### config.mk
export PLATFORM = sky130hd
export DESIGN_NAME = frame_op_sequencer
export DESIGN_NICKNAME = d
export VERILOG_FILES = /design/src/rtl/frame_seq_pkg.sv /design/src/rtl/pixel_op_alu.sv /design/src/rtl/sync_fifo.sv /design/src/rtl/frame_op_sequencer.sv
export SDC_FILE = /design/constraint.sdc
export NUM_CORES = 1
export LEC_CHECK = 0
export ABC_AREA = 1
export BUFFER_PORTS_ARGS = -buffer_cell sky130_fd_sc_hd__buf_4
export CAP_MARGIN = 10
export CORE_UTILIZATION = 51
export CTS_CLUSTER_DIAMETER = 80
export DETAILED_ROUTE_END_ITERATION = 8
export GPL_TIMING_DRIVEN = 1
export PLACE_DENSITY = 0.82
export SYNTH_ARGS = -nofsm -noshare
export SYNTH_HDL_FRONTEND = slang
export SYNTH_SLANG_ARGS = --single-unit
### constraint.sdc
create_clock -name HCLK -period 4.4 [get_ports HCLK]
set_input_delay 0 -clock HCLK [delete_from_list [all_inputs] [get_ports HCLK]]
set_output_delay 0 -clock HCLK [all_outputs]
set_load 0.01 [all_outputs]
### src/rtl/frame_seq_pkg.sv
// Shared encodings and the skid-FIFO entry type for the frame op sequencer and its pixel ALU.
package frame_seq_pkg;
  localparam int COORD_W = 11;
  localparam int PIX_W   = 24;

  localparam logic [1:0] MODE_PASS   = 2'd0;
  localparam logic [1:0] MODE_BRIGHT = 2'd1;
  localparam logic [1:0] MODE_GRAY   = 2'd2;
  localparam logic [1:0] MODE_ROT    = 2'd3;

  localparam logic [1:0] ST_IDLE  = 2'd0;
  localparam logic [1:0] ST_RUN   = 2'd1;
  localparam logic [1:0] ST_DRAIN = 2'd2;

  typedef struct packed {
    logic [PIX_W-1:0]   rgb;
    logic [COORD_W-1:0] row;
    logic [COORD_W-1:0] col;
    logic               last;
  } pix_t;

  function automatic logic dims_ok(input int unsigned w, input int unsigned h,
                                   input int unsigned max_dim);
    return (w != 0) && (h != 0) && (w <= max_dim) && (h <= max_dim);
  endfunction
endpackage

### src/rtl/pixel_op_alu.sv
// Combinational per-pixel op: pass, clamped brightness offset, or grayscale average.
// Zero latency, no state; rotate leaves colour untouched.
module pixel_op_alu
  import frame_seq_pkg::*;
(
  input  logic [1:0]       mode,
  input  logic [7:0]       value,
  input  logic             sign,
  input  logic [PIX_W-1:0] pix,
  output logic [PIX_W-1:0] res
);
  function automatic logic [7:0] adjust(input logic [7:0] c, input logic [7:0] v,
                                        input logic add);
    logic [8:0] sum;
    sum = {1'b0, c} + {1'b0, v};
    if (add) return sum[8] ? 8'hff : sum[7:0];
    return (c >= v) ? c - v : 8'h00;
  endfunction

  logic [9:0] sum3;
  logic [7:0] gray;

  always_comb begin
    sum3 = 10'(pix[23:16]) + 10'(pix[15:8]) + 10'(pix[7:0]);
    gray = 8'(sum3 / 10'd3);
    res  = pix;
    case (mode)
      MODE_BRIGHT: res = {adjust(pix[23:16], value, sign),
                          adjust(pix[15:8],  value, sign),
                          adjust(pix[7:0],   value, sign)};
      MODE_GRAY:   res = {3{gray}};
      MODE_PASS, MODE_ROT: res = pix;
      default:     res = pix;
    endcase
  end
endmodule

### src/rtl/sync_fifo.sv
// Generic synchronous FIFO with flush (DEPTH a power of two >= 2); head visible with zero latency.
// Push while full is dropped unless a pop frees the slot in the same cycle; the caller owns flow control.
module sync_fifo #(
  parameter int W     = 8,
  parameter int DEPTH = 2
) (
  input  logic                       clk,
  input  logic                       rst_n,
  input  logic                       flush,
  input  logic                       push,
  input  logic [W-1:0]               push_dat,
  input  logic                       pop,
  output logic [W-1:0]               pop_dat,
  output logic [$clog2(DEPTH+1)-1:0] count
);
  localparam int AW = $clog2(DEPTH);
  localparam int CW = $clog2(DEPTH + 1);

  logic [W-1:0]  mem [DEPTH];
  logic [AW-1:0] wr_ptr;
  logic [AW-1:0] rd_ptr;
  logic          do_push;
  logic          do_pop;

  assign do_pop  = pop && (count != '0);
  assign do_push = push && ((count != CW'(DEPTH)) || do_pop);
  assign pop_dat = mem[rd_ptr];

  always_ff @(posedge clk) begin
    if (!rst_n) begin
      for (int i = 0; i < DEPTH; i++) mem[i] <= '0;
      wr_ptr <= '0;
      rd_ptr <= '0;
      count  <= '0;
    end else if (flush) begin
      wr_ptr <= '0;
      rd_ptr <= '0;
      count  <= '0;
    end else begin
      if (do_push) begin
        mem[wr_ptr] <= push_dat;
        wr_ptr      <= wr_ptr + AW'(1);
      end
      if (do_pop) rd_ptr <= rd_ptr + AW'(1);
      count <= count + CW'(do_push) - CW'(do_pop);
    end
  end
endmodule

### src/rtl/frame_op_sequencer.sv
// Frame walker: raster reads, pixel ALU, 2-deep skid FIFO; first out_valid two edges after the start edge.
// Reads are credit-throttled so out_ready backpressure never overflows the FIFO. Mode 3 needs FRAME_SEQ_ROTATE_EN.
module frame_op_sequencer
  import frame_seq_pkg::*;
#(
  parameter int MAX_DIM = 2047,
  parameter int ADDR_W  = 22
) (
  input  logic               HCLK,
  input  logic               HRESETn,
  input  logic               start,
  input  logic               abort,
  input  logic [1:0]         cfg_mode,
  input  logic [7:0]         cfg_value,
  input  logic               cfg_sign,
  input  logic [COORD_W-1:0] cfg_width,
  input  logic [COORD_W-1:0] cfg_height,
  output logic               mem_rd_en,
  output logic [ADDR_W-1:0]  mem_raddr,
  input  logic [PIX_W-1:0]   mem_rdata,
  output logic               out_valid,
  input  logic               out_ready,
  output logic [PIX_W-1:0]   out_rgb,
  output logic [COORD_W-1:0] out_row,
  output logic [COORD_W-1:0] out_col,
  output logic               out_last,
  output logic [31:0]        out_width,
  output logic [31:0]        out_height,
  output logic               busy,
  output logic               frame_done,
  output logic               cfg_err
);
  logic [1:0]         state;
  logic [1:0]         mode_q;
  logic [7:0]         value_q;
  logic               sign_q;
  logic [COORD_W-1:0] width_q, height_q, dst_w, dst_h;
  logic [COORD_W-1:0] row, col, rd_row, rd_col;
  logic [ADDR_W-1:0]  addr;
  logic               rd_pending, rd_last;
  logic [1:0]         fifo_count;
  logic [PIX_W-1:0]   alu_rgb;
  pix_t               push_dat, head;
  logic               handshake, issue, last_issue, mode_ok, cfg_ok;

  assign handshake  = out_valid && out_ready;
  assign last_issue = (row == height_q - COORD_W'(1)) && (col == width_q - COORD_W'(1));
  // A read is allowed when the FIFO can still hold it after this cycle's pop, keeping 1 pixel/cycle.
  assign issue = (state == ST_RUN) &&
                 (({1'b0, rd_pending} + fifo_count) < (2'd2 + {1'b0, handshake}));

`ifdef FRAME_SEQ_ROTATE_EN
  assign mode_ok = 1'b1;
`else
  assign mode_ok = (cfg_mode != MODE_ROT);
`endif
  assign cfg_ok = mode_ok && dims_ok(32'(cfg_width), 32'(cfg_height), MAX_DIM);

  pixel_op_alu u_alu (
    .mode  (mode_q),
    .value (value_q),
    .sign  (sign_q),
    .pix   (mem_rdata),
    .res   (alu_rgb)
  );

  always_comb begin
    push_dat = '{rgb: alu_rgb, row: rd_row, col: rd_col, last: rd_last};
`ifdef FRAME_SEQ_ROTATE_EN
    if (mode_q == MODE_ROT) begin
      push_dat.row = rd_col;
      push_dat.col = height_q - COORD_W'(1) - rd_row;
    end
`endif
  end

  sync_fifo #(.W($bits(pix_t)), .DEPTH(2)) u_skid (
    .clk      (HCLK),
    .rst_n    (HRESETn),
    .flush    (abort),
    .push     (rd_pending),
    .push_dat (push_dat),
    .pop      (handshake),
    .pop_dat  (head),
    .count    (fifo_count)
  );

  assign out_valid  = (fifo_count != 2'd0);
  assign out_rgb    = head.rgb;
  assign out_row    = head.row;
  assign out_col    = head.col;
  assign out_last   = head.last;
  assign out_width  = 32'(dst_w);
  assign out_height = 32'(dst_h);
  assign busy       = (state != ST_IDLE);
  assign mem_rd_en  = issue;
  assign mem_raddr  = addr;

  always_ff @(posedge HCLK) begin
    if (!HRESETn) begin
      state      <= ST_IDLE;
      mode_q     <= '0;
      value_q    <= '0;
      sign_q     <= 1'b0;
      width_q    <= '0;
      height_q   <= '0;
      dst_w      <= '0;
      dst_h      <= '0;
      row        <= '0;
      col        <= '0;
      addr       <= '0;
      rd_pending <= 1'b0;
      rd_row     <= '0;
      rd_col     <= '0;
      rd_last    <= 1'b0;
      frame_done <= 1'b0;
      cfg_err    <= 1'b0;
    end else begin
      frame_done <= 1'b0;
      cfg_err    <= 1'b0;
      rd_pending <= issue && !abort;
      if (issue) begin
        rd_row  <= row;
        rd_col  <= col;
        rd_last <= last_issue;
        addr    <= addr + ADDR_W'(1);
        if (col == width_q - COORD_W'(1)) begin
          col <= '0;
          row <= row + COORD_W'(1);
        end else begin
          col <= col + COORD_W'(1);
        end
      end
      if (abort) begin
        state <= ST_IDLE;
      end else begin
        case (state)
          ST_IDLE: if (start) begin
            if (cfg_ok) begin
              mode_q   <= cfg_mode;
              value_q  <= cfg_value;
              sign_q   <= cfg_sign;
              width_q  <= cfg_width;
              height_q <= cfg_height;
`ifdef FRAME_SEQ_ROTATE_EN
              dst_w    <= (cfg_mode == MODE_ROT) ? cfg_height : cfg_width;
              dst_h    <= (cfg_mode == MODE_ROT) ? cfg_width : cfg_height;
`else
              dst_w    <= cfg_width;
              dst_h    <= cfg_height;
`endif
              row      <= '0;
              col      <= '0;
              addr     <= '0;
              state    <= ST_RUN;
            end else begin
              cfg_err <= 1'b1;
            end
          end
          ST_RUN:   if (issue && last_issue) state <= ST_DRAIN;
          ST_DRAIN: if (handshake && head.last) begin
            state      <= ST_IDLE;
            frame_done <= 1'b1;
          end
          default:  state <= ST_IDLE;
        endcase
      end
    end
  end
endmodule

### Word level (Yosys, flattened, before mapping)

Memories as Yosys holds them, arrays and structs flattened. A register that Yosys moved wholly into a read port is not among the register bits.
Cells that the tools add are included.

* memories kept: 1
* register bits after elaboration: 109
* RAM bits: 94

* $add $sub $neg: 19
* order comparisons: 4
* reduce and logical (&&, ||, !) cells: 25
* div/mod/pow operators: 1
* bitwise gates (word level): 5
* multiplexer cells: 49
* equal/unequal tests: 13

Memories
* u_skid.mem: depth 2, bits a word 47, read ports 1, clocked after memory_dff 1, wr ports 2, RTL line sync_fifo.sv:19 `logic [W-1:0] mem [DEPTH];`

Operators with widths (count)
* $mux W11: 12
* $mux W22: 5
* $mux W8: 12
* $pmux W24 S3: 1
* $mux W47: 1
* $reduce_or A47 Y1: 1
* $add A8 B8 Y9: 4
* $ge A8 B8 Y1: 3
* $sub A8 B8 Y8: 3
* $add A11 B1 Y11 const B: 2
* $add A22 B1 Y22 const B: 1
* $eq A11 B11 Y1: 2
* $reduce_bool A11 Y1: 2
* $sub A11 B1 Y11 const B: 2
* $mux W1: 13
* $add A10 B8 Y10: 1
* $div A10 B2 Y10 const B: 1
* $logic_and A1 B1 Y1: 10
* $ne A2 B2 Y1 const B: 5
* $mux W2: 4
* $reduce_and A4 Y1: 2
* $eq A2 B2 Y1 const B: 3
* $pmux W2 S3: 1
* $not A1 Y1: 5
* other kinds (15): 20

### Logic depth before layout (Yosys ltp)

Gate-level depths: netlist (run 1).

* word-level depth: 11
* gate-level depth with buffers: 47
* mapped depth without buffers: 47

### Hierarchy

A second synthesis (run 1) with hierarchy kept.

* cell total of the unflattened synthesis: 1707
* area, all modules: 13440.4 um^2

Modules (own cells, without submodules)
* frame_op_sequencer: cells an instance 815, instances 1, area each 5708.0 um^2
* sync_fifo: cells an instance 340, instances 1, area each 4331.7 um^2
* pixel_op_alu: cells an instance 552, instances 1, area each 3400.8 um^2

### Worst setup path before layout (run 1)

OpenSTA, ideal clock, no wires.

* path type: input to register
* from: in mem_rdata[10]
* to: mem u_skid.mem[1][31] (netlist bit), data pin
* slack: 119 ps
* stages on the path: 45
* path buffers: 0
* data arrival time: 4015 ps
* cell sequence: ha_1 > a21oi_1 > nand2_1 > a21oi_1 > o21bai_1 > nand2_1 > nand2_1 > a21oi_1 > xnor2_1 > ha_1 > nand2_1 > inv_2 > nand2_1 > nand2_1 > nor2_1 > nand2_1 > nand2_1 > nand2_1 > [... 9 more ...] > nand2_1 > nand3_2 > nand2_1 > nand2_1 > nand3_1 > nand2_1 > nand2_1 > nand2_1 > inv_1 > ha_1 > a21oi_1 > nand3_1 > nand3_1 > nand2_1 > nand2_2 > nand2_1 > nand2_1 > nor2_1

RTL lines
* start, declared: RTL line frame_op_sequencer.sv:20 `input logic [PIX_W-1:0] mem_rdata,`
* end, declared: RTL line sync_fifo.sv:19

==> qor.txt, run 1 <==
RSZ-0062 raised after global routing: yes
Relative slew slack: 0.2159
DR vias/cell: 5.354
Reg2reg start: value_q[1]$_SDFFE_PN0P_
Design Area, Final: 15560 sq um
Final WS setup: 151.1 ps
Pleak: 0.006811 uW
Post-Synthesis Cells: 1521
Site row count: 56
Proportion of synthesized area in mux cells: 0.04244
Main combinational cell family by area after synthesis: simple AND/OR/NAND/NOR gates
Effective utilization at floorplan: 0.5250
Adder-cell area share of the yosys netlist: 0.08909
Crit path max-delay cell type: fa_2
# port buffers: 157
Setup TNS: 0 ps
Worst reg2reg endpoint: u_skid.mem[0][42]$_SDFFCE_PN0P_
CP startpoint kind: input pin
Avg Cell Area, Syn: 8.199 sq um
Number of global-route vias before repair: 10530
Design Power: 5806 uW
Post-synth ARST share: 0
YS warnings: 0
Setup crit end kind: flop
Total of max-cap violations: 0
Hold Crit Class: in -> reg
DRT Pass-1 Iters: 5
Cell family with most CP delay: simple AND/OR/NAND/NOR gates
Worst Path Max Fanout: 4
Post-synthesis xor/xnor area fraction: 0.05759
Antenna cells: 0
Peak Freq: 235.4 MHz
Grt total ovfl: 0
Area delta synth->final: 24.74%
Fin Clk Skew: 10.74 ps
Least-Margin Pin Slew: 1176 ps
Die area: 25080 sq um
Pre-CTS WS: -463.1 ps
Hold Path Depth: 5
CP required: 4750 ps
WS Path Type: in -> reg
Placer Congestion: 1.002
Layout cells sized above 1: 0.2061
Min Tclk post-route: 4249 ps
Max VDD drop: 0.2515 mV
IO Pins: 200
Status: completed
Tcrit/Tclk final: 0.9656
H-tree depth: 1
PD cells: 373.2 nW/um^2
Ys flop type: dfxtp_1
Die width: 158.4 microns
Data arrival time of the worst path: 4600 ps
Antenna-violating nets left: 0
Total CTS buffers: 21
Core box area: 23750 sq um
CTS tree: built
Iteration-0 DRC Markers: 964
CTS clk-pin slew, worst paths: 60 ps
# nets final: 1910
Die Y: 158.4 microns
Pins Over Slew Limit: 0
Sequential-to-total area share from yosys stat: 0.4029
Dpl cell area: 14030 sq um
Hold Violations, Final: 0
Count of final setup violators: 0
Compound-Gate Fraction of Synth Area: 0.1245
WL final: 35180 microns
#FFs+latches synth: 204
Hold path startpoint: mem_rdata[0]
Synth Area in Simple Gates: 0.1904
Clock latency on the worst-skew pair: 500 ps
Initial antenna violation count: 0
WL/cell: 16.79 microns
CP bufs+invs: 6
Dpl hpwl: 24810 microns
Drt drc: 0
Largest stage delay on the critical path: 330 ps
Worst Hold Path EP: u_skid.mem[0][23]$_SDFFCE_PN0P_
CTS Sinks: 204
Vias: 11220
Synth Cell Area: 12470 sq um
Library cells used by synthesis: 50
Global-route wire length before repair: 53800 microns
Clk buf depth: 3
Number of synthesized flops with an enable pin: 94
Worst Reg-to-Reg Cells: 15
CTS Root Cell: clkbuf_16
Largest net degree at the start of global routing: 55
GRT Total Usage: 0.2751
Post-layout util: 0.6549
Most used cell, CP: nand2_2
R2r setup slk: 690 ps
[worst max path at each step]
stage                        from                         endpoint  slack, ps  depth (start not counted)
CTS                 mem_rdata[10]  u_skid.mem[0][32]$_SDFFCE_PN0P_         20                         44
detailed placement  mem_rdata[10]  u_skid.mem[0][32]$_SDFFCE_PN0P_       -460                         44
global route        mem_rdata[18]  u_skid.mem[1][31]$_SDFFCE_PN0P_       -220                         47
finish               mem_rdata[8]  u_skid.mem[0][31]$_SDFFCE_PN0P_        150                         40
floorplan           mem_rdata[10]  u_skid.mem[1][31]$_SDFFCE_PN0P_        120                         45
global placement    mem_rdata[10]  u_skid.mem[0][31]$_SDFFCE_PN0P_       -180                         46
[cells in the mapped netlist (20+ instances only)]
| cell type | count | area [sq um] |
|---|---|---|
| xnor2_1 | 28 | 245.2 |
| nor2_1 | 251 | 942.2 |
| inv_1 | 174 | 653.1 |
| mux2_2 | 47 | 529.3 |
| clkbuf_1 | 41 | 153.9 |
| edfxtp_1 | 94 | 2823 |
| o21ai_0 | 93 | 465.5 |
| ha_1 | 76 | 950.9 |
| nand3_1 | 39 | 195.2 |
| nor3_1 | 20 | 100.1 |
| nand2_1 | 188 | 705.7 |
| buf_4 | 43 | 322.8 |
| a21oi_1 | 122 | 610.6 |
| dfxtp_1 | 110 | 2202 |
| xor2_1 | 54 | 473.0 |
[report_power, final]
group          switching, uW  leakage (uW)  total [uW]  internal, uW
Combinational           1210       0.00463        2020           810
Clock                    701      0.000318        1690           990
Sequential              47.1       0.00186        2090          2040
Total                   1960       0.00681        5810          3840
[cells in the final DEF (no fill, tap or decap), drive strengths merged, types with 3 or more instances in the layout]
| master | Yosys | routed |
|---|---|---|
| a32o | 9 | 9 |
| a21o | 3 | 3 |
| clkinv | 1 | 3 |
| clkbuf | 41 | 30 |
| o31ai | 12 | 12 |
| or2 | 15 | 15 |
| ha | 76 | 76 |
| nor4 | 14 | 14 |
| a21oi | 123 | 123 |
| o211ai | 3 | 3 |
| nand4 | 13 | 13 |
| and3 | 3 | 3 |
| nor3 | 20 | 20 |
| dfxtp | 110 | 110 |
| fa | 8 | 8 |
| nand2 | 195 | 195 |
| mux2 | 47 | 47 |
| o21bai | 14 | 14 |
| xnor2 | 28 | 28 |
| dlygate4sd3 | 0 | 62 |
| o21ai | 99 | 99 |
| nor3b | 4 | 4 |
| xor2 | 54 | 54 |
| edfxtp | 94 | 94 |
| nand3 | 44 | 44 |
| conb | 1 | 42 |
| nor2 | 254 | 254 |
| buf | 47 | 205 |
| inv | 176 | 178 |
[per-layer routing]
layer	part of all wire	up-vias	track usage
met3	0.082	74	0.04001
li1	-	5454	-
met4	0.027	0	0.08929
met5	0	-	0
met2	0.46	458	0.4453
met1	0.44	5230	0.3770
[per-stage QoR]
step | instances | hold WS [ps]
CTS | 2089 | 14.38
detailed placement | 1992 | 240.1
floorplan | 1562 | 134.9
global route | 2095 | 46.41
finish | 2095 | 24.65
global placement | 1992 | 234.9
[worst register-to-register path: stages, from the launching register on]
cell and delay, ps:
dfxtp_1 370, inv_1 480, fa_1 360, o31ai_1 100, inv_1 70, nor2_1 50, nor2_1 100, nor2_1 60
o21ai_0 220, nand2_1 100, a21oi_1 150, inv_1 60, a21oi_1 480, o31ai_1 160, o21ai_0 610, nor2_1 80
[cell type report]
type,instances,area [sq um]
repair buffers,267,2171
multi-input cells,1093,6649
flip-flops and latches,204,5026
fillers,1891,8197
well taps,319,399.1
clock inverters,5,57.56
clock buffers,30,589.3
inverters,177,664.4
[timing repair]
action | in CTS | in global routing
resized for setup | 0 | 58
buffers inserted | 0 | 6
endpoints found under the hold margin | 50 | 0
hold buffers | 62 | 0
endpoints found under the setup margin | 0 | 12
[state kept, by name, summed over array words and instances, names as in the netlist, 8 cells and up, named ones only]
name and count:
value_q 8, col 11, u_skid.mem 94, rd_col 11
rd_row 11, row 11, mem_raddr 22, dst_w 11
dst_h 11
[kinds of logic after synthesis]
| group | Yosys count |
|---|---|
| muxes | 47 |
| adders and majority gates | 84 |
| other | 1 |
| xor gates and xnor gates | 82 |
| AOI/OAI and AO/OA | 275 |
| buffers and inverters | 265 |
| and+or+nand+nor | 563 |
| DFF | 204 |
Power figures use the tool's default switching activity.
==> run 2, diff against run 1 <==
--- a/config.mk
+++ b/config.mk
@@ -8,11 +8,11 @@
 export ABC_AREA = 1
 export BUFFER_PORTS_ARGS = -buffer_cell sky130_fd_sc_hd__buf_4
 export CAP_MARGIN = 10
-export CORE_UTILIZATION = 51
+export CORE_UTILIZATION = 38
 export CTS_CLUSTER_DIAMETER = 80
 export DETAILED_ROUTE_END_ITERATION = 8
 export GPL_TIMING_DRIVEN = 1
-export PLACE_DENSITY = 0.82
+export PLACE_DENSITY = 0.66
 export SYNTH_ARGS = -nofsm -noshare
 export SYNTH_HDL_FRONTEND = slang
 export SYNTH_SLANG_ARGS = --single-unit
==> run 2 against run 1 <==
Against the previous run:
- setup slack improved by 70 ps
- non-clock buffer count rose by 20
- highest routed layer unchanged
- final area rose by 3.2%
- count of clock-buffer cells in the layout rose by 1
- clock power rose by 12%
- power rose by 6.1%
- combinational power rose by 8%
- critical path depth rose by 1
- wire length rose by 1.8%
==> qor.txt, run 2 (synthesis gave the netlist of run 1 again) <==
Least-Margin Pin Slew: 995.5 ps (was 1176 ps)
Commonest non-fill, non-tap cells in the layout: 248 x nor2_1, 216 x buf_4, 169 x inv_1 (was 249 x nor2_1, 203 x buf_4, 172 x inv_1)
Die area: 33550 sq um (was 25080 sq um)
# port buffers: 157 (unchanged)
Data arrival time of the worst path: 4410 ps (was 4600 ps)
Clk buf depth: 3 (unchanged)
Hold Crit Class: in -> reg (unchanged)
CP startpoint kind: input pin (unchanged)
Total CTS buffers: 23 (was 21)
P_int: 4077 uW (was 3843 uW)
Vias: 11010 (was 11220)
Placer Congestion: 0.9347 (was 1.002)
Most used cell, CP: nand2_2 (unchanged)
Largest stage delay on the critical path: 390 ps (was 330 ps)
CP required: 4630 ps (was 4750 ps)
Largest net degree at the start of global routing: 55 (unchanged)
Tcrit/Tclk final: 0.9498 (was 0.9656)
Cell Count, Final, Fillers Out: 2235 (was 2095)
Site row count: 65 (was 56)
Max VDD drop: 0.2470 mV (was 0.2515 mV)
GRT Total Usage: 0.2117 (was 0.2751)
Cell family with most CP delay: simple AND/OR/NAND/NOR gates (unchanged)
Peak Freq: 239.3 MHz (was 235.4 MHz)
CP bufs+invs: 4 (was 6)
Clock latency on the worst-skew pair: 510 ps (was 500 ps)
Clock power frac: 0.307 (was 0.291)
RSZ-0062 raised after global routing: yes (unchanged)
Effective utilization at floorplan: 0.3912 (was 0.5250)
Setup crit end kind: flop (unchanged)
DR vias/cell: 4.927 (was 5.354)
Hold Path Depth: 5 (unchanged)
Worst Path Max Fanout: 4 (unchanged)
Total of max-cap violations: 0 (unchanged)
Layout cells sized above 1: 0.2211 (was 0.2061)
Relative slew slack: 0.3356 (was 0.2159)
Die width: 183.2 microns (was 158.4 microns)
Drt drc: 0 (unchanged)
Area delta synth->final: 28.70% (was 24.74%)
Max reg flops: 94 (unchanged)
Share of power burned in registers: 0.339 (was 0.360)
Pleak: 0.006963 uW (was 0.006811 uW)
Setup TNS: 0 ps (unchanged)
CTS Sinks: 204 (unchanged)
H-tree depth: 1 (unchanged)
CTS tree: built (unchanged)
Grt total ovfl: 0 (unchanged)
Sw Share: 0.3378 (was 0.3380)
Antenna-violating nets left: 0 (unchanged)
Die Y: 183.2 microns (was 158.4 microns)
WL final: 35820 microns (was 35180 microns)
WS Path Type: in -> reg (unchanged)
Hold Slack: 12.40 ps (was 24.65 ps)
WL/cell: 16.03 microns (was 16.79 microns)
Core box area: 31880 sq um (was 23750 sq um)
WP depth: 41 (was 40)
PD cells: 383.6 nW/um^2 (was 373.2 nW/um^2)
Global-route wire length before repair: 56260 microns (was 53800 microns)
Min Tclk post-route: 4179 ps (was 4249 ps)
Fin Clk Skew: 20.09 ps (was 10.74 ps)
Iteration-0 DRC Markers: 732 (was 964)
Sw Pwr: 2080 uW (was 1962 uW)
Hold Violations, Final: 0 (unchanged)
Initial antenna violation count: 0 (unchanged)
Antenna cells: 0 (unchanged)
CTS Root Cell: clkbuf_16 (unchanged)
Status: completed (unchanged)
Dpl hpwl: 26280 microns (was 24810 microns)
Largest Register: u_skid.mem (unchanged)
Worst Reg-to-Reg Cells: 17 (was 15)
Number of global-route vias before repair: 10540 (was 10530)
Crit path max-delay cell type: fa_2 (unchanged)
Pins Over Slew Limit: 0 (unchanged)
Count of final setup violators: 0 (unchanged)
IO Pins: 200 (unchanged)
# nets final: 1932 (was 1910)
Commonest non-fill, non-tap cell in the layout: nor2_1 (unchanged)
Placed Cells: 2116 (was 1992)
Combinational power share: 0.354 (was 0.349)
DRT Pass-1 Iters: 5 (unchanged)
CTS clk-pin slew, worst paths: 60 ps (about the same)
==> run 2: cell type report <==
class                      instances  area [sq um]
inverter                         177         664.4
tap                              435         544.3
clock inverter                     8         106.4
timing repair buffer             287          2338
multi-input combinational       1093          6735
sequential                       204          5026
fill                            3031         15830
clock buffer                      31         635.6
==> run 2: worst min-delay path: stages <==
cell	delay (ps)
buf_4	110
a21oi_1	90
nand2_1	60
nand2_1	60
nor2_1	80
==> run 2: metal layers <==
layer | global-route usage | routed length [microns] | vias to the layer above
met5 | 0 | 0 | -
met4 | 0.04433 | 651 | 0
li1 | - | - | 5501
met1 | 0.2986 | 16860 | 5159
met2 | 0.3392 | 16270 | 310
met3 | 0.03594 | 2047 | 41
==> run 2: timing repair <==
item	in CTS	in global routing
setup endpoints to repair	0	12
hold buffers	69	0
buffers inserted	0	11
gates resized for setup	0	76
hold endpoints to repair	45	0
==> run 2: final timing paths <==
path | start | endpoint | slack, ps
max | mem_rdata[16] | u_skid.mem[0][39]$_SDFFCE_PN0P_ | 220
min | mem_rdata[0] | u_skid.mem[1][23]$_SDFFCE_PN0P_ | 10
max reg2reg | value_q[3]$_SDFFE_PN0P_ | u_skid.mem[1][45]$_SDFFCE_PN0P_ | 690
min reg2reg | rd_last$_SDFFE_PN0P_ | rd_last$_SDFFE_PN0P_ | 470
==> run 2: power by group through the flow <==
stage / sequential, uW / clock (uW) / combinational [uW]
after floorplan: 2120 / 0 / 1160
after global placement: 2120 / 0 / 1650
after detailed placement: 2130 / 0 / 1700
after CTS: 2090 / 1920 / 1760
after global routing: 2090 / 2000 / 2400
final: 2090 / 1890 / 2180
==> run 2: per-stage QoR <==
| step | instance area, sq um | util | total power [uW] | setup WS [ps] |
|---|---|---|---|---|
| 3_5_place_dp | 14250 | 0.4469 | 3822 | -492.9 |
| 6_report | 16050 | 0.5035 | 6157 | 221.0 |
| 5_1_grt | 16050 | 0.5035 | 6503 | -189.7 |
| 2_1_floorplan | 12620 | - | 3273 | 118.6 |
| 4_1_cts | 15680 | 0.4918 | 5764 | 29.19 |
| 3_3_place_gp | 14250 | 0.4469 | 3772 | -179.2 |
